[config.mk]
export PLATFORM = sky130hd
export DESIGN_NAME = fc_layer_seq
export DESIGN_NICKNAME = d
export VERILOG_FILES = /design/src/rtl/fc_layer_seq.sv
export SDC_FILE = /design/constraint.sdc
export NUM_CORES = 2
export LEC_CHECK = 0
export ABC_AREA = 1
export ABC_CLOCK_PERIOD_IN_PS = 2900
export BUFFER_PORTS_ARGS = -buffer_cell sky130_fd_sc_hd__buf_4
export CAP_MARGIN = 20
export CELL_PAD_IN_SITES_DETAIL_PLACEMENT = 1
export CELL_PAD_IN_SITES_GLOBAL_PLACEMENT = 2
export CORE_AREA = 4 4 509 511
export DETAILED_ROUTE_END_ITERATION = 7
export DIE_AREA = 0 0 513 515
export MAX_ROUTING_LAYER = met4
export PLACE_DENSITY = 0.75
export REMOVE_ABC_BUFFERS = 1
export SYNTH_ARGS = -nofsm -noshare
export SYNTH_HDL_FRONTEND = slang
export SYNTH_SLANG_ARGS = --single-unit
[constraint.sdc]
create_clock -name clk -period 2.9 [get_ports clk]
set_input_delay 0.145 -clock clk [delete_from_list [all_inputs] [get_ports clk]]
set_output_delay 0.145 -clock clk [all_outputs]
set_load 0.02 [all_outputs]
[src/rtl/fc_layer_seq.sv]
// Sequencer for one FC stage: loads an activation vector serially onto a parallel bus,
// waits for the combinational neuron bank to settle, then captures and drains its outputs.
module fc_layer_seq #(
    parameter int unsigned WIDTH  = 8,
    parameter int unsigned IN     = 128,
    parameter int unsigned OUT    = 10,
    parameter int unsigned ZW     = WIDTH * 2 + $clog2(IN),
    parameter int unsigned SETTLE = 2
) (
    input  logic                    clk,
    input  logic                    rst,
    input  logic                    in_valid,
    output logic                    in_ready,
    input  logic [WIDTH-1:0]        in_data,
    input  logic                    in_last,
    output logic [IN*WIDTH-1:0]     x_bus,
    input  logic [OUT*ZW-1:0]       z_bus,
    output logic                    out_valid,
    input  logic                    out_ready,
    output logic [ZW-1:0]           out_data,
    output logic [$clog2(OUT)-1:0]  out_idx,
    output logic                    out_last,
    output logic                    busy,
    output logic                    err
);

    localparam int unsigned CW = $clog2(IN);
    localparam int unsigned OW = $clog2(OUT);
    localparam int unsigned SW = (SETTLE > 1) ? $clog2(SETTLE) : 1;
    localparam int unsigned SettleInit = (SETTLE > 0) ? SETTLE - 1 : 0;

    typedef enum logic [1:0] {StLoad, StSettle, StCapture, StDrain} state_e;

    state_e             state_q, state_d;
    logic [CW-1:0]      in_cnt_q, in_cnt_d;
    logic [SW-1:0]      settle_q, settle_d;
    logic [OW-1:0]      idx_q, idx_d;
    logic               err_q, err_d;
    logic [IN*WIDTH-1:0] x_q;
    logic [OUT*ZW-1:0]  res_q;
    logic               last_elem;
    logic               accept;

    assign last_elem = (in_cnt_q == CW'(IN - 1));
    assign accept    = (state_q == StLoad) && in_valid;

    always_comb begin
        state_d   = state_q;
        in_cnt_d  = in_cnt_q;
        settle_d  = settle_q;
        idx_d     = idx_q;
        err_d     = err_q;
        in_ready  = 1'b0;
        out_valid = 1'b0;
        unique case (state_q)
            StLoad: begin
                in_ready = 1'b1;
                if (in_valid) begin
                    // Framing is checked only; the count alone defines the vector boundary.
                    if (in_last != last_elem) err_d = 1'b1;
                    if (last_elem) begin
                        in_cnt_d = '0;
                        if (SETTLE == 0) begin
                            state_d = StCapture;
                        end else begin
                            state_d  = StSettle;
                            settle_d = SW'(SettleInit);
                        end
                    end else begin
                        in_cnt_d = in_cnt_q + 1'b1;
                    end
                end
            end
            StSettle: begin
                if (settle_q == '0) state_d = StCapture;
                else                settle_d = settle_q - 1'b1;
            end
            StCapture: begin
                idx_d   = '0;
                state_d = StDrain;
            end
            StDrain: begin
                out_valid = 1'b1;
                if (out_ready) begin
                    if (idx_q == OW'(OUT - 1)) begin
                        idx_d   = '0;
                        state_d = StLoad;
                    end else begin
                        idx_d = idx_q + 1'b1;
                    end
                end
            end
            default: state_d = StLoad;
        endcase
    end

    always_ff @(posedge clk) begin
        if (rst) begin
            state_q  <= StLoad;
            in_cnt_q <= '0;
            settle_q <= '0;
            idx_q    <= '0;
            err_q    <= 1'b0;
            x_q      <= '0;
            res_q    <= '0;
        end else begin
            state_q  <= state_d;
            in_cnt_q <= in_cnt_d;
            settle_q <= settle_d;
            idx_q    <= idx_d;
            err_q    <= err_d;
            if (accept) x_q[in_cnt_q * WIDTH +: WIDTH] <= in_data;
            if (state_q == StCapture) res_q <= z_bus;
        end
    end

    assign x_bus    = x_q;
    assign out_data = res_q[idx_q * ZW +: ZW];
    assign out_idx  = idx_q;
    assign out_last = out_valid && (idx_q == OW'(OUT - 1));
    assign busy     = (state_q != StLoad);
    assign err      = err_q;

endmodule

# --- Word-level counts from Yosys, hierarchy flattened ---
# Cells that the tools add are included.
word_totals:
  reg_bits: 1269
  out_inout_bits: 1056
  inputBits: 243
classes:
  mux: 17
  multipliers: 1
  eq_ne: 11
  shift: 3
  reduce_logical: 11
  add_sub_neg: 4
ops:
  columns: ["operator", "n"]
  rows:
  - ["bitwise mux 1024 bit", 1]
  - ["variable shift 8 x 34 -> 1024 bit, first input constant", 1]
  - ["variable part select 8 x 34 -> 1024 bit", 1]
  - ["variable part select 230 x 10 -> 23 bit", 1]
  - ["negator 10 -> 34 bit", 1]
  - ["two-way mux 2 bit", 5]
  - ["!= test 2 bit, second input constant", 5]
  - ["multiplier 4 x 5 -> 9 bit, second input constant", 1]
  - ["two-way mux 4 bit", 2]
  - ["one-hot mux 2 bit (4 select lines)", 1]
  - ["one-hot mux 4 bit (2 select lines)", 1]
  - ["adder 7 x 1 -> 7 bit, second input constant", 1]
  - ["equality test 7 bit, second input constant", 1]
  - ["two-way mux 7 bit", 1]
  - ["AND reduction 3 bit", 2]
  - ["nonzero test 2 bit", 3]
  - ["two-way mux 1 bit", 5]
  - ["AND reduction 5 bit", 1]
  - ["adder 4 x 1 -> 4 bit, second input constant", 1]
  - ["equality test 2 bit, second input constant", 2]
  - ["equality test 4 bit, second input constant", 1]
  - ["AND reduction 2 bit", 2]
  - ["equality test 2 x 1 -> 1 bit, second input constant", 1]
  - ["logical AND 1 bit", 2]
  - ["other kinds (4)", 4]

# --- Logic depth before layout (Yosys ltp) ---
depth:
  ltp_word: 4
  ltp_mapped: 15
  ltp_nobuf: 15

# --- Worst setup path after synthesis ---
# No wires, ideal clock.
synth_timing:
  path_type: "reg-to-reg"
  startpoint: "register in_cnt_q[0]"
  endpoint: "register x_q[183], in the netlist x_bus[183]"
  setup_ns: 0.128
  path_stages_with_launch: 15
  setup_slack_ns: 0.060
  t_arrival_ns: 2.712
  synth_period_minus_slack_ns: 2.840
  n_path_buf: 4
  cell_sequence: "dfxtp_1 -> inv_2 -> ha_1 -> nand2_2 -> nor3_1 -> ha_1 -> clkbuf_1 -> clkinv_1 -> nor2_2 -> buf_4 -> buf_2 -> nand3_1 -> clkbuf_1 -> o21ai_0 -> nor2_1"
synth_via:
  elab_chain_cells: 3
  word_cells_on_any_way: 4
  cone_classes: "1 x add/sub; 2 x shift; 1 x mux"
synth_lines:
  columns: ["item", "line", "text"]
  rows:
  - ["from (decl)", "35", "logic [CW-1:0] in_cnt_q, in_cnt_d;"]
  - ["from (signal assigned)", "108", "in_cnt_q <= in_cnt_d;"]
  - ["negator 10 -> 34 bit *", "112", "if (accept) x_q[in_cnt_q * WIDTH +: WIDTH] <= in_data;"]
  - ["variable part select 8 x 34 -> 1024 bit or variable shift 8 x 34 -> 1024 bit (tied branches)", "112", null]
  - ["bitwise mux 1024 bit *", "112", null]
  - ["to (signal, indexed assignment)", "112", null]
  - ["to (decl)", "39", "logic [IN*WIDTH-1:0] x_q;"]
# Every way passes the cells marked *; elsewhere a longest branch is shown, timed or not.
# A chain may end at the register's enable or synchronous reset.

# --- Worst setup path in the final report ---
layout_timing:
  startpoint: "register idx_q[1], in the netlist out_idx[1]"
  endpoint: "output port out_data[4]"
layout_via:
  elab_chain_cells: 2
layout_lines:
  columns: ["item", "line", "text"]
  rows:
  - ["from (decl)", "37", "logic [OW-1:0] idx_q, idx_d;"]
  - ["from (signal assigned)", "110", "idx_q <= idx_d;"]
  - ["multiplier 4 x 5 -> 9 bit", "118", "assign out_data = res_q[idx_q * ZW +: ZW];"]
  - ["variable part select 230 x 10 -> 23 bit", "118", null]
  - ["to (decl)", "20", "output logic [ZW-1:0] out_data,"]
# No other way between the ends.

==> impl_metrics.toml <==
[run_status]
status = "finished clean"

[floorplan]
ios = 1299
start_util = 0.217
design.die.area_sq_mm = 0.264
fp.dieH_microns = 515
die_w_microns = 513
core_sq_mm = 0.254
num_rows = 185

[global_routing]
antenna_found_initial = 25
first_global_vias = 62300
track_usage = 0.238
grt_pass1_wl_microns = 447000
grt_max_degree = 232
grt_overflow_total = 0

[synth]
netlist_area_sq_mm = 0.0552
syn_avg_cell_area_sq_um = 6.53
ys_types = 40
synth_top_area_cell = "dfxtp_1"
ys.warnings.count = 0
synth_top_cell_area_share = 0.460
ys_top_cells_by_area = "dfxtp_1 (46%), nor2_1 (18%), nand2_1 (10%)"
yosys_register_bits = 1269
seq_area_frac_synth = 0.460
synthCells = 8448

[clock_network]
cts.sinks = 1269
numCtsBuffers = 160
insertion_delay_ps = 820
cts-root-buf = "clkbuf_16"
clk_pin_slew_ps = 60
h-tree-depth = 4
cts_buffer_depth = 3
tritoncts = "built"

[pwr]
power.density_mw_per_mm2 = 678
irDropWorstVdd_uv = 757
p_leak_uw = 0.0397

[placement]
gp_congestion = 0.875
place_area_sq_mm = 0.0710
dp_hpwl_microns = 240000
port_buffers = 1298

[hold_path]
hold_path.class = "input pin to register"

[timing]
relSlewSlack = 0.219
fin_crit_sh = 0.962
rsz0062_at_grt = "yes"
drv_slew = 0
max_freq_mhz = 359
final.setup.tns_ps = 0
setup_viol = 0
final_hold_viol_count = 0
worst-slew-pin-transition_ps = 1170
min_period_ps = 2790
fin_worst_skew_ps = 48.4

[setup_path]
required_ps = 2760
arrival_ps = 2640
max_stage_delay_ps = 430
crit_path_end_kind = "output pin"
cp_top_family = "compound AO/OA/AOI/OAI gates"
cpMostUsedCell = "o21ai_0"
crit_chain = "inv_1 -> buf_12 -> o21ai_0 -> o22ai_1 -> o211ai_1 -> o21ai_0 -> buf_4"
start_kind = "register"
path_max_fanout = 48
critical-path-slowest-cell = "dfxtp_4"
path_buf_inv = 3
critPathKind = "register to output pin"

[run]
maxCapViolations = 0

[drt]
drt-total-wl_microns = 320000
drc = 0
first_pass_iters = 8
avgViaCountPerCell = 4.50
antenna_left = 0
vias = 61000
drtIter0Drc = 3939
wl_per_cell_microns = 23.6

[layout]
regArea_sq_mm = 0.0254
final_cell_area_sq_mm = 0.0800
multiInputGateArea_sq_mm = 0.0241
finalNetCount = 10300
syn_to_final_growth_pct = 44.9
nFillCells = 31400
drive_above_1_share = 0.207
[layout by cell type, fill, tap and decap left out, types with 16 or more instances in the layout]
cell type	Yosys	final
a21oi_1	102	102
buf_12	0	77
buf_4	9	1600
bufinv_16	0	20
clkbuf_1	350	34
clkbuf_16	0	162
clkbuf_8	0	40
clkinv_2	0	20
dfxtp_1	1269	1265
diode_2	0	22
dlygate4sd3_1	0	249
inv_1	1047	1042
inv_2	27	24
nand2_1	1491	1480
nand3_1	98	93
nand4_1	206	206
nor2_1	2603	2577
nor2_2	23	32
nor2_4	5	22
nor3_1	144	130
nor3_2	2	16
o21ai_0	734	730
o21ai_1	67	71
o221ai_1	31	28
[cells in the mapped netlist (all sizes together)]
| master | n |
|---|---|
| mux2i | 15 |
| a211oi | 4 |
| nor4 | 4 |
| a31o | 8 |
| o221ai | 31 |
| xor2 | 6 |
| nor2 | 2632 |
| dfxtp | 1269 |
| a21oi | 102 |
| nand4 | 210 |
| o21ai | 801 |
| nand2 | 1500 |
| o31ai | 1 |
| a221oi | 1 |
| or2 | 1 |
| o211ai | 15 |
| nand3 | 102 |
| nor3 | 146 |
| o22ai | 15 |
| clkinv | 5 |
| clkbuf | 350 |
| buf | 146 |
| ha | 9 |
| o21a | 1 |
| inv | 1074 |
[path summary, 6_finish.rpt]
path | start | endpoint | slack (ps) | cells after the start
max | out_idx[1] | out_data[4] | 110 | 7
min | z_bus[130] | res_q[130] | 90 | 4
max reg2reg | in_cnt_q[1] | x_bus[143] | 150 | 15
min reg2reg | x_bus[1000] | x_bus[1000] | 470 | 2
[where the power goes]
| part | switching, uW | leakage [uW] | internal [uW] | total [uW] |
|---|---|---|---|---|
| Combinational | 9390 | 0.0267 | 3480 | 12900 |
| Sequential | 551 | 0.0103 | 18600 | 19100 |
| Clock | 9010 | 0.00283 | 13200 | 22200 |
| Total | 19000 | 0.0397 | 35200 | 54200 |
[layer usage]
metal  vias to the layer above  share of wire  track usage
li1                      29100              -            -
met1                     29700           0.40        0.267
met2                      1679           0.48        0.398
met3                       491          0.070       0.0646
met4                         0          0.049        0.100
met5                         -              0            -
[worst register-to-register path: stages, from the launching register on]
cell	delay [ps]
dfxtp_1	350
inv_1	80
ha_1	210
nand2_2	100
buf_4	140
nor2_4	50
nand2_4	120
nand2_1	90
nor2_4	210
nand4_1	310
nor2_4	250
buf_6	150
nand3_1	160
nor2_4	280
nor2_1	80
nor2_1	110
[flip-flops by register name, indices dropped and copies added (netlist names)]
register	flops
res_q	230
err	1
out_idx	4
x_bus	1024
in_cnt_q	7
settle_q	1
state_q	2
[stage by stage]
step	utilization	instances	setup WS [ps]	total power [uW]	hold WS, ps
3_3_place_gp	0.280	13000	-270	31500	366
3_5_place_dp	0.280	13000	-384	31700	374
2_1_floorplan	-	7952	-13630	25500	214
4_1_cts	0.313	13500	7.20	54600	0.659
6_report	0.315	13600	111	54200	86.6
5_1_grt	0.315	13600	-38.4	56500	38.0
[cells by family after synthesis]
family | after synthesis | synth area share
fa+ha+maj | 9 | 0.00204
compound gates | 979 | 0.0928
xor+xnor | 6 | 0.00109
flops | 1269 | 0.460
mux | 15 | 0.00272
simple gates | 4595 | 0.332
buf+inv | 1575 | 0.109
[what timing repair did]
action,CTS,global route
hold buffers,249,0
cloned,1,1
endpoints found under the setup margin,220,627
hold endpoints to repair,286,0
pin swaps,2,8
setup buffers,5,15
gates resized for setup,21,75
[area by class of cell]
class                   count  share of cell area
clock inverters            59              0.0143
flip-flops and latches   1269               0.318
clock buffers             235              0.0589
multi-input cells        5604               0.302
well taps                3366              0.0527
diodes                     22            0.000688
inverters                1079              0.0513
repair buffers           1935               0.203
(Power assumes the default switching activity.)
